--- src/rtl/act_bitplane_sequencer_pkg.sv ---
//------------------------------------------------------------------------------
// Module  : act_seq_pkg
// Brief   : Shared mode encodings, size defaults and plane-count helper for
//           the activation bit-plane sequencer.
// Rev     : 1.0  initial release
//------------------------------------------------------------------------------
`default_nettype none

package act_seq_pkg;

   localparam int LANES_DEF = 8;
   localparam int ABITS_DEF = 8;

   typedef logic [2:0] mode_t;

   localparam mode_t MODE_FP16 = 3'b000;
   localparam mode_t MODE_FP8  = 3'b001;
   localparam mode_t MODE_INT8 = 3'b010;
   localparam mode_t MODE_INT4 = 3'b011;
   localparam mode_t MODE_INT1 = 3'b100;

   // Number of beats a word occupies; reserved encodings behave as INT1.
   function automatic logic [3:0] plane_count(input mode_t mode);
      case (mode)
         MODE_FP16, MODE_FP8: plane_count = 4'd1;
         MODE_INT8:           plane_count = 4'd8;
         MODE_INT4:           plane_count = 4'd4;
         default:             plane_count = 4'd1;
      endcase
   endfunction

   function automatic logic is_fp_mode(input mode_t mode);
      is_fp_mode = (mode == MODE_FP16) || (mode == MODE_FP8);
   endfunction

endpackage

`default_nettype wire

--- src/rtl/act_bitplane_sequencer_if.sv ---
//------------------------------------------------------------------------------
// Module  : act_bitplane_sequencer_if
// Brief   : Input word handshake plus output beat stream of the sequencer.
//           master = upstream feeder / downstream sink side, slave = sequencer.
// Rev     : 1.0  initial release
//------------------------------------------------------------------------------
`default_nettype none

interface act_bitplane_sequencer_if #(
   parameter int LANES = act_seq_pkg::LANES_DEF,
   parameter int ABITS = act_seq_pkg::ABITS_DEF
);
   logic [2:0]             mode;
   logic                   in_valid;
   logic                   in_ready;
   logic [LANES*ABITS-1:0] in_data;
   logic                   out_valid;
   logic                   out_ready;
   logic [LANES-1:0]       out_activations;
   logic                   out_zero;
   logic                   out_neg;
   logic [2:0]             out_mode;
   logic [2:0]             out_plane_idx;
   logic                   out_last;

   modport master (
      output mode, in_valid, in_data, out_ready,
      input  in_ready, out_valid, out_activations, out_zero, out_neg,
             out_mode, out_plane_idx, out_last
   );

   modport slave (
      input  mode, in_valid, in_data, out_ready,
      output in_ready, out_valid, out_activations, out_zero, out_neg,
             out_mode, out_plane_idx, out_last
   );
endinterface

`default_nettype wire

--- src/rtl/act_bitplane_sequencer_fp_flag_decode.sv ---
//------------------------------------------------------------------------------
// Module  : fp_flag_decode
// Brief   : Sign and exact-zero flags of an FP16 / FP8-E4M3 operand.
//           Subnormals are not zero; integer modes report both flags low.
// Rev     : 1.0  initial release
//------------------------------------------------------------------------------
`default_nettype none

module fp_flag_decode
   import act_seq_pkg::*;
(
   input  mode_t       i_mode,
   input  logic [15:0] i_data,
   output logic        o_zero,
   output logic        o_neg
);

   // Select sign bit and magnitude field by FP format
   always_comb begin
      o_zero = 1'b0;
      o_neg  = 1'b0;
      case (i_mode)
         MODE_FP16: begin
            o_neg  = i_data[15];
            o_zero = (i_data[14:0] == 15'd0);
         end
         MODE_FP8: begin
            o_neg  = i_data[7];
            o_zero = (i_data[6:0] == 7'd0);
         end
         default: begin
            o_zero = 1'b0;
            o_neg  = 1'b0;
         end
      endcase
   end

endmodule

`default_nettype wire

--- src/rtl/act_bitplane_sequencer.sv ---
//------------------------------------------------------------------------------
// Module  : act_bitplane_sequencer
// Brief   : Captures one activation word per handshake and emits registered
//           beats: one flag beat for FP modes, MSB-first bit-planes for INT.
//           Optional macro SKIP_ZERO_PLANE_EN drops all-zero non-final INT
//           planes (one plane examined per cycle).
// Rev     : 1.0  initial release
//------------------------------------------------------------------------------
`default_nettype none

module act_bitplane_sequencer
   import act_seq_pkg::*;
#(
   parameter int LANES = LANES_DEF,
   parameter int ABITS = ABITS_DEF
) (
   input  logic                      clk,
   input  logic                      rst_n,
   act_bitplane_sequencer_if.slave   bus
);

   localparam logic [0:0] ST_IDLE = 1'b0;
   localparam logic [0:0] ST_BUSY = 1'b1;

   logic [0:0]             r_state;
   logic [LANES*ABITS-1:0] r_word;
   logic                   r_out_valid;
   logic [LANES-1:0]       r_out_act;
   logic                   r_out_zero;
   logic                   r_out_neg;
   mode_t                  r_out_mode;
   logic [2:0]             r_out_idx;
   logic                   r_out_last;

   logic                   w_in_ready;
   logic                   w_capture;
   logic                   w_accept;
   logic                   w_advance;
   logic [LANES*ABITS-1:0] w_src_word;
   mode_t                  w_src_mode;
   logic [2:0]             w_eval_idx;
   logic [LANES-1:0]       w_eval_act;
   logic                   w_src_fp;
   logic                   w_eval_last;
   logic                   w_skip;
   logic                   w_fp_zero;
   logic                   w_fp_neg;

   // A new word may enter while idle or in the same cycle the last beat leaves
   assign w_in_ready = (r_state == ST_IDLE) ||
                       (r_out_valid && bus.out_ready && r_out_last);
   assign w_capture  = bus.in_valid && w_in_ready;
   assign w_accept   = r_out_valid && bus.out_ready;
   // Move to the next plane after a non-final accept, or while scanning
   // past skipped planes (held beat invalid but word still in flight)
   assign w_advance  = (r_state == ST_BUSY) &&
                       (w_accept ? !r_out_last : !r_out_valid);

   // Plane under evaluation: top plane of a fresh word, else one below the last
   always_comb begin
      w_src_word = w_capture ? bus.in_data : r_word;
      w_src_mode = w_capture ? mode_t'(bus.mode) : r_out_mode;
      w_eval_idx = w_capture ? 3'(plane_count(bus.mode) - 4'd1)
                             : (r_out_idx - 3'd1);
   end

   // Gather bit w_eval_idx of every lane into one plane
   always_comb begin
      w_eval_act = '0;
      for (int i = 0; i < LANES; i++) begin
         w_eval_act[i] = w_src_word[i*ABITS + int'(w_eval_idx)];
      end
   end

   assign w_src_fp    = is_fp_mode(w_src_mode);
   assign w_eval_last = (w_eval_idx == 3'd0);

`ifdef SKIP_ZERO_PLANE_EN
   assign w_skip = !w_src_fp && !w_eval_last && (w_eval_act == '0);
`else
   assign w_skip = 1'b0;
`endif

   fp_flag_decode u_fp_flag_decode (
      .i_mode (w_src_mode),
      .i_data (w_src_word[15:0]),
      .o_zero (w_fp_zero),
      .o_neg  (w_fp_neg)
   );

   // Beat register: load a new plane on capture/advance, retire on final accept
   always_ff @(posedge clk or negedge rst_n) begin
      if (!rst_n) begin
         r_state     <= ST_IDLE;
         r_word      <= '0;
         r_out_valid <= 1'b0;
         r_out_act   <= '0;
         r_out_zero  <= 1'b0;
         r_out_neg   <= 1'b0;
         r_out_mode  <= MODE_FP16;
         r_out_idx   <= 3'd0;
         r_out_last  <= 1'b0;
      end else if (w_capture || w_advance) begin
         if (w_capture) begin
            r_word     <= bus.in_data;
            r_out_mode <= bus.mode;
         end
         r_state     <= ST_BUSY;
         r_out_valid <= !w_skip;
         r_out_act   <= w_src_fp ? '0 : w_eval_act;
         r_out_zero  <= w_fp_zero;
         r_out_neg   <= w_fp_neg;
         r_out_idx   <= w_eval_idx;
         r_out_last  <= w_eval_last;
      end else if (w_accept) begin
         r_state     <= ST_IDLE;
         r_out_valid <= 1'b0;
      end
   end

   assign bus.in_ready        = w_in_ready;
   assign bus.out_valid       = r_out_valid;
   assign bus.out_activations = r_out_act;
   assign bus.out_zero        = r_out_zero;
   assign bus.out_neg         = r_out_neg;
   assign bus.out_mode        = r_out_mode;
   assign bus.out_plane_idx   = r_out_idx;
   assign bus.out_last        = r_out_last;

endmodule

`default_nettype wire

--- src/flat_wrapper.sv ---
// flat-port wrapper written by rule: the top's interface ports become plain ports
module act_bitplane_sequencer_flat import act_seq_pkg::*;
#(
   parameter int LANES = LANES_DEF,
   parameter int ABITS = ABITS_DEF
)
  (clk, rst_n, bus_mode, bus_in_valid, bus_in_data, bus_out_ready, bus_in_ready, bus_out_valid, bus_out_activations, bus_out_zero, bus_out_neg, bus_out_mode, bus_out_plane_idx, bus_out_last);
  act_bitplane_sequencer_if #(.LANES(LANES), .ABITS(ABITS)) bus_i ();
  input  logic clk;
  input  logic rst_n;
  input wire logic [$bits(bus_i.mode)-1:0] bus_mode;
  input wire logic [$bits(bus_i.in_valid)-1:0] bus_in_valid;
  input wire logic [$bits(bus_i.in_data)-1:0] bus_in_data;
  input wire logic [$bits(bus_i.out_ready)-1:0] bus_out_ready;
  output wire logic [$bits(bus_i.in_ready)-1:0] bus_in_ready;
  output wire logic [$bits(bus_i.out_valid)-1:0] bus_out_valid;
  output wire logic [$bits(bus_i.out_activations)-1:0] bus_out_activations;
  output wire logic [$bits(bus_i.out_zero)-1:0] bus_out_zero;
  output wire logic [$bits(bus_i.out_neg)-1:0] bus_out_neg;
  output wire logic [$bits(bus_i.out_mode)-1:0] bus_out_mode;
  output wire logic [$bits(bus_i.out_plane_idx)-1:0] bus_out_plane_idx;
  output wire logic [$bits(bus_i.out_last)-1:0] bus_out_last;
  assign bus_i.mode = bus_mode;
  assign bus_i.in_valid = bus_in_valid;
  assign bus_i.in_data = bus_in_data;
  assign bus_i.out_ready = bus_out_ready;
  assign bus_in_ready = bus_i.in_ready;
  assign bus_out_valid = bus_i.out_valid;
  assign bus_out_activations = bus_i.out_activations;
  assign bus_out_zero = bus_i.out_zero;
  assign bus_out_neg = bus_i.out_neg;
  assign bus_out_mode = bus_i.out_mode;
  assign bus_out_plane_idx = bus_i.out_plane_idx;
  assign bus_out_last = bus_i.out_last;
  act_bitplane_sequencer #(.LANES(LANES), .ABITS(ABITS)) u_core (.clk(clk), .rst_n(rst_n), .bus(bus_i));
endmodule
--- config.mk ---
export PLATFORM = sky130hd
export DESIGN_NAME = act_bitplane_sequencer_flat
export DESIGN_NICKNAME = d
export VERILOG_FILES = /design/src/rtl/act_bitplane_sequencer_pkg.sv /design/src/rtl/act_bitplane_sequencer_if.sv /design/src/rtl/act_bitplane_sequencer_fp_flag_decode.sv /design/src/rtl/act_bitplane_sequencer.sv /design/src/flat_wrapper.sv
export SDC_FILE = /design/constraint.sdc
export NUM_CORES = 1
export LEC_CHECK = 0
export ABC_AREA = 1
export BUFFER_PORTS_ARGS = -buffer_cell sky130_fd_sc_hd__buf_2
export CORE_ASPECT_RATIO = 1.1
export CORE_MARGIN = 2
export CORE_UTILIZATION = 40
export DETAILED_ROUTE_END_ITERATION = 10
export GPL_TIMING_DRIVEN = 0
export HOLD_SLACK_MARGIN = 0.02
export SYNTH_ARGS = -nofsm -noshare
export SYNTH_HDL_FRONTEND = slang
export SYNTH_SLANG_ARGS = --single-unit
--- constraint.sdc ---
create_clock -name clk -period 3.1 [get_ports clk]
set_input_delay 0.62 -clock clk [delete_from_list [all_inputs] [get_ports clk]]
set_output_delay 0.62 -clock clk [all_outputs]
set_load 0.01 [all_outputs]
==> results of run 1 <==
==> registers in the layout (all words and copies together) (netlist names) <==
signal	count
u_core.r_word	64
u_core.bus.out_neg	1
u_core.bus.out_valid	1
u_core.bus.out_plane_idx	3
u_core.bus.out_last	1
u_core.bus.out_zero	1
u_core.bus.out_activations	8
u_core.bus.out_mode	3
==> routing by layer <==
layer,share of wire (%),global-route usage [%],wire [um]
met5,0,0,0
met4,2.3,9.60,285
met3,4.3,2.32,529
met2,48,36.9,5930
met1,46,30.0,5690
==> per-stage QoR <==
stage	setup slack (ns)	util (%)	instance area [um2]	power [mW]	TNS [ns]
after floorplan	0.501	-	4510	3.71	0
after global placement	-0.270	46.8	5130	4.52	-1.83
after detailed placement	-0.347	47.1	5160	4.59	-2.55
after CTS	0.0961	50.1	5490	5.80	0
after global routing	0.0176	50.1	5490	6.29	0
final	0.235	50.1	5490	5.77	0
==> cell families after synthesis <==
kind of cell | Yosys count | share of synthesized area (%)
compound gates | 23 | 2.69
fa+ha+maj | 2 | 0.555
buf+inv | 187 | 16.6
flops | 82 | 45.5
simple gates | 342 | 34.6
==> cells in the final DEF, fill, tap and decap left out <==
cell	n
nor2_1	3
nand3_1	91
clkinv_2	2
nand2_4	2
nand2_1	205
clkbuf_16	9
buf_1	3
a21oi_1	1
a21oi_2	1
nand3b_1	32
nand2_2	3
buf_16	1
bufinv_16	2
inv_1	153
inv_2	3
clkinv_4	2
buf_2	102
o21ai_1	1
buf_6	4
nor2_2	1
ha_1	2
nand4_2	1
o21ai_0	19
buf_4	1
clkbuf_1	7
nand4_1	4
o21bai_1	1
dfrtp_1	82
inv_6	2
==> cell type report <==
cell class                 count  area [um2]
buffer                        29         158
clock buffer                   9         225
clock inverter                 7         100
fill                        1155        5470
inverter                     157         591
multi-input combinational    367        1710
sequential                    82        2050
tap                          147         184
timing repair buffer          89         470
==> power groups by stage <==
stage	Combinational, mW	Clock (mW)	Sequential (mW)
after floorplan	1.97	0	1.74
after global placement	2.80	0	1.72
after detailed placement	2.85	0	1.74
after CTS	2.88	1.19	1.72
after global routing	3.29	1.24	1.77
final	2.88	1.18	1.72
==> what timing repair did <==
| action | CTS | global route |
|---|---|---|
| setup endpoints to repair | 7 | 8 |
| resized for setup | 1 | 0 |
| buffers inserted | 0 | 0 |
| endpoints found under the hold margin | 0 | 0 |
==> final timing paths <==
kind / to / cells past startpoint
max: u_core.bus.out_activations[4]$_DFFE_PN0P_ / 13
min: u_core.r_word[41]$_DFFE_PN0P_ / 1
max reg2reg: u_core.bus.out_activations[4]$_DFFE_PN0P_ / 13
min reg2reg: u_core.bus.out_activations[4]$_DFFE_PN0P_ / 2
max in group asynchronous: u_core.r_word[17]$_DFFE_PN0P_ / 2
min in group clk: u_core.bus.out_activations[4]$_DFFE_PN0P_ / 2
==> summary.md, run 1 <==
| Metric | Value |
|---|---|
| Status | `finished clean` |
| Syn Nets | `709` |
| HP Class | `in2async` |
| Synth Instances | `636` |
| Initial Util | `41.2%` |
| Clock-pin slew on the worst setup and hold paths | `0.07 ns` |
| Post-synth top cells | `nand2_1 (205), inv_1 (153), nand3_1 (91)` |
| RSZ-0062 raised after global routing | `no` |
| Sw frac | `44.1%` |
| Crit-path cells | `nand2_1, nand2_2, nand2_2, buf_6, buf_2, nand2_1, ha_1, clkinv_2, buf_1, nand3_1, nand3_1, nand3_1, nand2_1` |
| Sequential Power Share | `29.8%` |
| P_leak | `3.24 nW` |
| Most frequent cell after synthesis | `nand2_1` |
| Avg Vias per Cell | `4.71` |
| Worst Path Arrival | `3.15 ns` |
| Row count | `40` |
| Antenna cells | `0` |
| Cell area after synthesis | `4510 um2` |
| Power per cell area | `1050 nW/um2` |
| Slew @ Worst Pin | `0.555 ns` |
| Total CTS buffers | `9` |
| Die Ht | `115 um` |
| Final Slew Violations | `0` |
| CP Max Fanout | `10` |
| Worst vdd ir | `0.427 mV` |
| Routed wire per std cell | `14.0 um` |
| CTS tree | `built` |
| Post-Route WL | `12400 um` |
| Area grow syn2layout | `21.7%` |
| CP required | `3.39 ns` |
| Worst R2R Start | `u_core.bus.out_last$_DFFE_PN0P_` |
| Synth area leader | `dfrtp_1` |
| Synth warnings | `0` |
| Violation count after the first detailed-route iteration | `220` |
| Initial antenna violation count | `0` |
| Ys async rst share | `100%` |
| Final worst-path cycle share | `92.4%` |
| Final min period | `2.86 ns` |
| GR Overflow Total | `0` |
| Crit path from | `u_core.bus.out_last$_DFFE_PN0P_` |
| Count of final setup violators | `0` |
| Root buffer cell | `clkbuf_16` |
| Port bufs | `88` |
| Primary FF master, synth | `dfrtp_1` |
| WHS | `0.241 ns` |
| Seq/Total Area, Yosys | `45.5%` |
| First-pass GRT wire length | `20800 um` |
| Slowest stage delay, CP | `0.46 ns` |
| Slowest-stage cell, CP | `buf_1` |
| Drt pass-1 iters | `5` |
| Nets | `808` |
| Crit start category | `flop` |
| Largest net degree at the start of global routing | `49` |
| Tot GR Track Use | `22.3%` |
| Clock power share | `20.4%` |
| Worst path top cell family by delay | `buffers and inverters` |
| Count of different cell masters after synthesis | `23` |
| Synth Area per Inst | `7.09 um2` |
| CP Class | `reg2reg` |
| Clock Skews | `0.0125 ns` |
| Worst rel slew slack | `63.0%` |
| Comb pwr share | `49.8%` |
| Post-synth EDFFs | `0` |
| Share of the synthesized area in the top cell type | `45.5%` |
| CTS sink count | `82` |
| DP HPWL | `9290 um` |
| Final hold viol count | `0` |
| Die width | `105 um` |
| Int Power | `3.23 mW` |
| GP Congestion | `0.888` |
| Non-filler cells, final | `887` |
| Cts hold-fix bufs | `0` |
| I/O pin total | `90` |
| Switch Pwr | `2.54 mW` |
| Synth top area cells | `dfrtp_1 (45%), nand2_1 (17%), inv_1 (13%)` |
| Cells after DPL | `872` |
| Synthesized flop and latch total | `82` |
| Drt drc | `0` |
| Htree depth | `3` |
| Max-capacitance violation count | `0` |
| Achievable frequency | `0.349 GHz` |
| CP endpoint kind | `flop` |
| Detail Route Antenna Nets | `0` |
| Crit path buffers/inverters | `4` |
| Placeable Area | `11000 um2` |
| Vias in the first global route | `4218` |
| R2r setup slk | `0.24 ns` |
| Via Count | `4176` |
| Worst-Skew Late Latency | `0.35 ns` |
| Die area | `12100 um2` |
| Longest Clk Path Bufs | `2` |
| Layout cells sized above 1 | `18.4%` |
No activity file was read; power rests on OpenSTA's default activity.
==> inputs of run 2 (changes only) <==
--- a/config.mk
+++ b/config.mk
@@ -5,7 +5,6 @@
 export SDC_FILE = /design/constraint.sdc
 export NUM_CORES = 1
 export LEC_CHECK = 0
-export ABC_AREA = 1
 export BUFFER_PORTS_ARGS = -buffer_cell sky130_fd_sc_hd__buf_2
 export CORE_ASPECT_RATIO = 1.1
 export CORE_MARGIN = 2
==> run 2 against run 1 <==
Effect of this change: worst setup slack got worse by 0.16 ns; critical path depth is 2 higher; power is 8.1% higher; first-iteration DRC count up 49%; via count rose by 13%; non-clock buffer count increased by 18; clock skew shrank 0.0061 ns.
==> summary.md, run 2 <==
| Metric | Value |
|---|---|
| Syn Nets | `665 (was 709)` |
| Vias in the first global route | `4701 (was 4218)` |
| Status | `finished clean (unchanged)` |
| CP endpoint kind | `flop (unchanged)` |
| First-pass GRT wire length | `25200 um (was 20800 um)` |
| Setup TNS | `0 ns (unchanged)` |
| Synth Instances | `592 (was 636)` |
| Largest net degree at the start of global routing | `66 (was 49)` |
| WHS | `0.159 ns (was 0.241 ns)` |
| Commonest non-fill, non-tap cell in the layout | `nand2_1 (unchanged)` |
| CTS tree | `built (unchanged)` |
| Die area | `12700 um2 (was 12100 um2)` |
| Slowest stage delay, CP | `0.38 ns (was 0.46 ns)` |
| Total CTS buffers | `9 (unchanged)` |
| Crit path depth | `15 (was 13)` |
| GR Overflow Total | `0 (unchanged)` |
| Design area | `5940 um2 (was 5490 um2)` |
| Power per cell area | `1050 nW/um2 (about the same)` |
| Die Ht | `118 um (was 115 um)` |
| Worst Setup EP | `u_core.bus.out_activations[0]$_DFFE_PN0P_ (was u_core.bus.out_activations[4]$_DFFE_PN0P_)` |
| Violation count after the first detailed-route iteration | `328 (was 220)` |
| Worst vdd ir | `0.332 mV (was 0.427 mV)` |
| CP required | `3.31 ns (was 3.39 ns)` |
| Placed Instance Area | `5480 um2 (was 5160 um2)` |
| Crit start category | `flop (unchanged)` |
| Ys async rst share | `100% (unchanged)` |
| Final Slew Violations | `0 (unchanged)` |
| Synthesized flop and latch total | `82 (unchanged)` |
| Post-Route WL | `16000 um (was 12400 um)` |
| Crit path buffers/inverters | `5 (was 4)` |
| Synth warnings | `0 (unchanged)` |
| Max reg flops | `64 (unchanged)` |
| Nets | `772 (was 808)` |
| Cell area after synthesis | `4720 um2 (was 4510 um2)` |
| Cells after DPL | `832 (was 872)` |
| Detail Route Antenna Nets | `0 (unchanged)` |
| Initial antenna violation count | `0 (unchanged)` |
| Worst path top cell family by delay | `compound AO/OA/AOI/OAI gates (was buffers and inverters)` |
| Drt drc | `0 (unchanged)` |
| Final min period | `3.03 ns (was 2.86 ns)` |
| Final worst-path cycle share | `97.7% (was 92.4%)` |
| HP Class | `in2async (unchanged)` |
| R2r setup slk | `0.07 ns (was 0.24 ns)` |
| Max-capacitance violation count | `0 (unchanged)` |
| Via Count | `4729 (was 4176)` |
| Reg2Reg Depth | `15 (was 13)` |
| Post-synth EDFFs | `0 (unchanged)` |
| Clock Skews | `0.00647 ns (was 0.0125 ns)` |
| P_leak | `2.92 nW (was 3.24 nW)` |
| Post-synth top cells | `nand2_1 (276), dfrtp_1 (82), clkbuf_1 (32) (was nand2_1 (205), inv_1 (153), nand3_1 (91))` |
| Layout cells sized above 1 | `23.3% (was 18.4%)` |
| Drt pass-1 iters | `5 (unchanged)` |
| DP HPWL | `11300 um (was 9290 um)` |
| Count of different cell masters after synthesis | `49 (was 23)` |
| Slowest-stage cell, CP | `dfrtp_1 (was buf_1)` |
| Port bufs | `89 (was 88)` |
| Reg-to-reg critical path endpoint | `u_core.bus.out_activations[0]$_DFFE_PN0P_ (was u_core.bus.out_activations[4]$_DFFE_PN0P_)` |
| Synth area leader | `dfrtp_1 (unchanged)` |
| CTS sink count | `82 (unchanged)` |
| Non-filler cells, final | `853 (was 887)` |
| Post-layout util | `51.7% (was 50.1%)` |
| Tot GR Track Use | `26.0% (was 22.3%)` |
| Synth Area per Inst | `7.97 um2 (was 7.09 um2)` |
| Achievable frequency | `0.330 GHz (was 0.349 GHz)` |
| Fillcell total | `1146 (was 1155)` |
| Cts hold-fix bufs | `0 (unchanged)` |
| Antenna cells | `0 (unchanged)` |
| GP Congestion | `0.927 (was 0.888)` |
| Most flop-heavy register | `u_core.r_word (unchanged)` |
| Slew @ Worst Pin | `0.882 ns (was 0.555 ns)` |
| Crit path from | `u_core.bus.out_valid$_DFFE_PN0P_ (was u_core.bus.out_last$_DFFE_PN0P_)` |
| CP Max Fanout | `19 (was 10)` |
| Worst R2R Start | `u_core.bus.out_valid$_DFFE_PN0P_ (was u_core.bus.out_last$_DFFE_PN0P_)` |
| Worst Path Arrival | `3.24 ns (was 3.15 ns)` |
| Avg Vias per Cell | `5.54 (was 4.71)` |
| Seq/Total Area, Yosys | `43.5% (was 45.5%)` |
| Most frequent cells in the layout | `nand2_1 (274), buf_2 (92), dfrtp_1 (80) (was nand2_1 (205), inv_1 (153), buf_2 (102))` |
| Routed wire per std cell | `18.7 um (was 14.0 um)` |
| Share of the synthesized area in the top cell type | `43.5% (was 45.5%)` |
| Primary FF master, synth | `dfrtp_1 (unchanged)` |
| Row count | `41 (was 40)` |
| I/O pin total | `90 (unchanged)` |
| Clock-pin slew on the worst setup and hold paths | `0.06 ns (was 0.07 ns)` |
| Worst-Skew Late Latency | `0.34 ns (was 0.35 ns)` |
| Worst rel slew slack | `41.1% (was 63.0%)` |
| Longest Clk Path Bufs | `2 (unchanged)` |
| Die width | `108 um (was 105 um)` |
| Final hold viol count | `0 (unchanged)` |
| Area grow syn2layout | `25.8% (was 21.7%)` |
| Htree depth | `3 (unchanged)` |
| Placeable Area | `11500 um2 (was 11000 um2)` |
| Synth top area cells | `dfrtp_1 (43%), nand2_1 (22%), a211oi_1 (4.6%) (was dfrtp_1 (45%), nand2_1 (17%), inv_1 (13%))` |
| Root buffer cell | `clkbuf_16 (unchanged)` |
| RSZ-0062 raised after global routing | `no (unchanged)` |
| Crit-path cells | `a21boi_4, buf_12, nor2_4, clkbuf_16, a21oi_4, inv_1, ha_4, clkbuf_8, clkbuf_4, nand2_1, a221oi_1, a311oi_1, o211a_1, o31a_1, o41ai_2 (was nand2_1, nand2_2, nand2_2, buf_6, buf_2, nand2_1, ha_1, clkinv_2, buf_1, nand3_1, nand3_1, nand3_1, nand2_1)` |
| Most frequent cell after synthesis | `nand2_1 (unchanged)` |
| Initial Util | `41.1% (was 41.2%)` |
| Count of final setup violators | `0 (unchanged)` |
| CP Class | `reg2reg (unchanged)` |
[run 2: cell count changes after synthesis, moves of 10 or more]
cell and change:
nand2_1 +71, clkbuf_1 +24, inv_1 -148, nor2b_1 +25
buf_2 -11, o21ai_0 -10, a211oi_1 +29, nand3b_1 -32
nand3_1 -90, a31oi_1 +26
[run 2: final cells by class]
class / count / area [um2] / share of cell area (%)
timing repair buffer: 101 / 571 / 9.61
clock inverter: 2 / 60.1 / 1.01
buffer: 35 / 216 / 3.65
clock buffer: 13 / 260 / 4.38
tap: 150 / 188 / 3.16
sequential: 82 / 2050 / 34.6
inverter: 7 / 28.8 / 0.485
multi-input combinational: 463 / 2560 / 43.1
[run 2: power breakdown]
group,switching [mW],internal [mW],leakage [nW]
combinational,1.73,1.41,1.73
sequential,0.367,1.55,1.03
clock,0.427,0.746,0.156
total,2.53,3.71,2.92
[run 2: repair_timing]
action / 4_1_cts / 5_1_grt
resized for setup: 14 / 10
setup endpoints to repair: 11 / 8
setup buffers: 6 / 4
cloned: 1 / 0
pin swaps: 2 / 3
[run 2: worst min-delay path by stage]
stage,endpoint,cells past startpoint,slack (ns)
finish,u_core.r_word[18]$_DFFE_PN0P_,1,0.16
global route,u_core.r_word[18]$_DFFE_PN0P_,1,0.18
CTS,u_core.r_word[18]$_DFFE_PN0P_,1,0.16
detailed placement,u_core.r_word[49]$_DFFE_PN0P_,2,0.45
global placement,u_core.r_word[61]$_DFFE_PN0P_,2,0.45
floorplan,u_core.bus.out_activations[0]$_DFFE_PN0P_,0,0.32
[run 2: kinds of logic (layout without fill, tap and decap cells)]
kind of cell | count (synthesis) | after routing | share of synthesized area, %
flip-flops | 82 | 82 | 43.5
AND/OR/NAND/NOR | 338 | 338 | 29.7
AO/OA/AOI/OAI | 104 | 104 | 16.3
multiplexers | 18 | 18 | 5.65
adder cells (fa/ha/maj) | 2 | 2 | 0.530
XOR/XNOR | 1 | 1 | 0.186
buffers and inverters | 47 | 158 | 4.16
[run 2: worst register-to-register path, stage by stage, from the launching register on]
cell	delay (ns)
dfrtp_1	0.38
a21boi_4	0.16
buf_12	0.13
nor2_4	0.16
clkbuf_16	0.22
a21oi_4	0.09
inv_1	0.11
ha_4	0.14
clkbuf_8	0.15
clkbuf_4	0.19
nand2_1	0.07
a221oi_1	0.29
a311oi_1	0.08
o211a_1	0.25
o31a_1	0.12
o41ai_2	0.37
[run 2: metrics by stage]
step	worst slack [ns]	total power, mW
final	0.0716	6.24
after global routing	0.00204	6.66
after CTS	0.0635	6.19
after detailed placement	-1.21	4.87
after global placement	-1.17	4.80
after floorplan	-0.00160	3.98
[run 2: layer usage]
| metal | track usage (%) | vias to the layer above | share of wire [%] |
|---|---|---|---|
| li1 | - | 2233 | - |
| met1 | 35.2 | 2259 | 42 |
| met2 | 40.4 | 201 | 48 |
| met3 | 4.37 | 36 | 6.9 |
| met4 | 11.9 | 0 | 3.2 |
| met5 | 0 | - | 0 |
==> inputs of run 3 (changes only) <==
==> constraint.sdc (replaced) <==
create_clock -name clk -period 2.65 [get_ports clk]
set_input_delay 0.53 -clock clk [delete_from_list [all_inputs] [get_ports clk]]
set_output_delay 0.53 -clock clk [all_outputs]
set_load 0.01 [all_outputs]
==> run 3 against run 2 <==
Effect of this change: the run now ends with setup timing left; clock power increased by 5%; power increased by 18%; flip-flop and latch count unchanged; combinational power increased by 23%; core utilization increased by 0.56 points; worst setup slack got worse by 0.13 ns; via count increased by 2.0%; wire length increased by 0.76%.
==> summary.md, run 3 (same netlist as run 2, synthesis figures left out) <==
| Metric | Value |
|---|---|
| Sequential Power Share | `30.3% (was 30.7%)` |
| Status | `finished with violations (was finished clean)` |
| Die area | `12700 um2 (unchanged)` |
| Clock-pin slew on the worst setup and hold paths | `0.06 ns (about the same)` |
| CTS sink count | `82 (unchanged)` |
| Largest net degree at the start of global routing | `65 (was 66)` |
| Sw frac | `41.4% (was 40.5%)` |
| Routed wire per std cell | `18.7 um (about the same)` |
| Most flop-heavy register | `u_core.r_word (unchanged)` |
| Violation count after the first detailed-route iteration | `348 (was 328)` |
| Port bufs | `89 (unchanged)` |
| GRT met1 Usage | `35.6% (was 35.2%)` |
| Commonest non-fill, non-tap cell in the layout | `nand2_1 (unchanged)` |
| GP Congestion | `0.940 (was 0.927)` |
| Die width | `108 um (unchanged)` |
| Clock Skews | `0.00644 ns (was 0.00647 ns)` |
| Post-Route WL | `16100 um (was 16000 um)` |
| Power per cell area | `1220 nW/um2 (was 1050 nW/um2)` |
| Die Ht | `118 um (unchanged)` |
| CTS tree | `built (unchanged)` |
| Comb pwr share | `53.0% (was 50.5%)` |
| Final hold viol count | `0 (unchanged)` |
| Slew @ Worst Pin | `0.952 ns (was 0.882 ns)` |
| Worst Path Arrival | `2.93 ns (was 3.24 ns)` |
| Most frequent cells in the layout | `nand2_1 (274), buf_2 (93), dfrtp_1 (80) (was nand2_1 (274), buf_2 (92), dfrtp_1 (80))` |
| Via Count | `4825 (was 4729)` |
| Max reg flops | `64 (unchanged)` |
| Nets | `779 (was 772)` |
| Count of final setup violators | `7 (was 0)` |
| DP HPWL | `11200 um (was 11300 um)` |
| P_leak | `2.95 nW (was 2.92 nW)` |
| Top Usage Layer GRT | `met2 (unchanged)` |
| Avg Vias per Cell | `5.60 (was 5.54)` |
| Int Power | `4.30 mW (was 3.71 mW)` |
| Post-layout util | `52.2% (was 51.7%)` |
| Antenna cells | `0 (unchanged)` |
| Area grow syn2layout | `27.2% (was 25.8%)` |
| R2r setup slk | `-0.06 ns (was 0.07 ns)` |
| Final Slew Violations | `0 (unchanged)` |
| Worst rel slew slack | `36.5% (was 41.1%)` |
| Cells after DPL | `832 (unchanged)` |
| Drt drc | `0 (unchanged)` |
| Switch Pwr | `3.04 mW (was 2.53 mW)` |
| Drt pass-1 iters | `5 (unchanged)` |
| CP Class | `reg2reg (unchanged)` |
| WHS | `0.0693 ns (was 0.159 ns)` |
| I/O pin total | `90 (unchanged)` |
| Initial Util | `41.1% (unchanged)` |
| First-pass GRT wire length | `25300 um (was 25200 um)` |
| Worst-Skew Late Latency | `0.34 ns (about the same)` |
| Vias in the first global route | `4678 (was 4701)` |
| Placeable Area | `11500 um2 (unchanged)` |
| Max-capacitance violation count | `0 (unchanged)` |
| Non-filler cells, final | `861 (was 853)` |
| Layout cells sized above 1 | `25.0% (was 23.3%)` |
| RSZ-0062 raised after global routing | `yes (was no)` |
| Setup TNS | `-0.309 ns (was 0 ns)` |
| Final min period | `2.71 ns (was 3.03 ns)` |
| GR Overflow Total | `0 (unchanged)` |
| Root buffer cell | `clkbuf_16 (unchanged)` |
| Crit start category | `flop (unchanged)` |
| CP endpoint kind | `flop (unchanged)` |
| Longest Clk Path Bufs | `2 (unchanged)` |
| Final worst-path cycle share | `102% (was 97.7%)` |
| Tot GR Track Use | `26.0% (about the same)` |
| Initial antenna violation count | `0 (unchanged)` |
| HP Class | `in2async (unchanged)` |
| Detail Route Antenna Nets | `0 (unchanged)` |
| Met2 GRT Util | `40.8% (was 40.4%)` |
| Worst vdd ir | `0.434 mV (was 0.332 mV)` |
| CP required | `2.88 ns (was 3.31 ns)` |
| Met3 usage | `3.71% (was 4.37%)` |
| CP Max Fanout | `16 (was 19)` |
| Post-route setup slack | `-0.0566 ns (was 0.0716 ns)` |
| Row count | `41 (unchanged)` |
| Clock power share | `16.7% (was 18.8%)` |
| Violated checks | `setup timing` |
| Total CTS buffers | `9 (unchanged)` |
| Achievable frequency | `0.369 GHz (was 0.330 GHz)` |
| Htree depth | `3 (unchanged)` |
## run 3: changes by cell type in the layout (fill, tap and decap cells not counted), moves of 2 or more
cell / previous run / this run
buf_4: 12 / 19
clkbuf_1: 22 / 19
a21oi_2: 2 / 0
a21oi_4: 2 / 4
a221oi_1: 4 / 2
a221oi_2: 0 / 2
bufinv_16: 2 / 0
clkinv_2: 0 / 2
clkinvlp_4: 0 / 2
## run 3: power groups by stage
| stage | logic [mW] | registers, mW | clock network, mW |
|---|---|---|---|
| floorplan | 2.55 | 2.13 | 0 |
| global placement | 3.49 | 2.19 | 0 |
| detailed placement | 3.53 | 2.21 | 0 |
| CTS | 3.81 | 2.22 | 1.24 |
| global route | 4.25 | 2.28 | 1.30 |
| finish | 3.89 | 2.23 | 1.23 |
## run 3: cell type report
type | instances | area (um2)
tap | 150 | 188
fill | 1143 | 5490
buffer | 34 | 210
clock buffer | 12 | 267
inverter | 7 | 31.3
timing repair buffer | 109 | 626
multi-input combinational | 463 | 2600
clock inverter | 4 | 25.0
sequential | 82 | 2050
## run 3: stage by stage
stage	power [mW]	area (um2)	setup slack [ns]
final	7.35	6000	-0.0566
after global routing	7.83	6000	-0.165
after CTS	7.27	5990	-0.0717
after detailed placement	5.75	5500	-1.20
after global placement	5.68	5470	-1.18
after floorplan	4.69	4840	-0.362
## run 3: routing by layer
| metal | vias up | share of wire, % |
|---|---|---|
| li1 | 2244 | - |
| met1 | 2357 | 42 |
| met2 | 182 | 47 |
| met3 | 42 | 6.0 |
| met4 | 0 | 4.4 |
| met5 | - | 0 |
## run 3: worst paths after layout
path	cells after the start	from	end
max in group asynchronous	2	rst_n	u_core.bus.out_plane_idx[0]$_DFFE_PN0P_
hold / removal	1	rst_n	u_core.r_word[19]$_DFFE_PN0P_
setup reg to reg	10	u_core.bus.out_plane_idx[0]$_DFFE_PN0P_	u_core.bus.out_activations[5]$_DFFE_PN0P_
min in group clk	3	bus_in_data[21]	u_core.r_word[21]$_DFFE_PN0P_
setup / recovery	10	u_core.bus.out_plane_idx[0]$_DFFE_PN0P_	u_core.bus.out_activations[5]$_DFFE_PN0P_
hold reg to reg	2	u_core.r_word[47]$_DFFE_PN0P_	u_core.r_word[47]$_DFFE_PN0P_
## run 3: worst max-delay path: stages, from the launching register on
cell and delay (ns):
dfrtp_2 0.57, clkbuf_4 0.32, a21oi_4 0.06, a21oi_4 0.13, inv_2 0.06, ha_4 0.20
nor3_4 0.21, or2_1 0.16, buf_8 0.17, mux4_2 0.51, a22o_1 0.19
## run 3: what timing repair did
item	in CTS	in global routing
buffers inserted	14	5
pin swaps	9	5
resized for setup	27	7
hold buffers	0	0
endpoints found under the setup margin	11	8
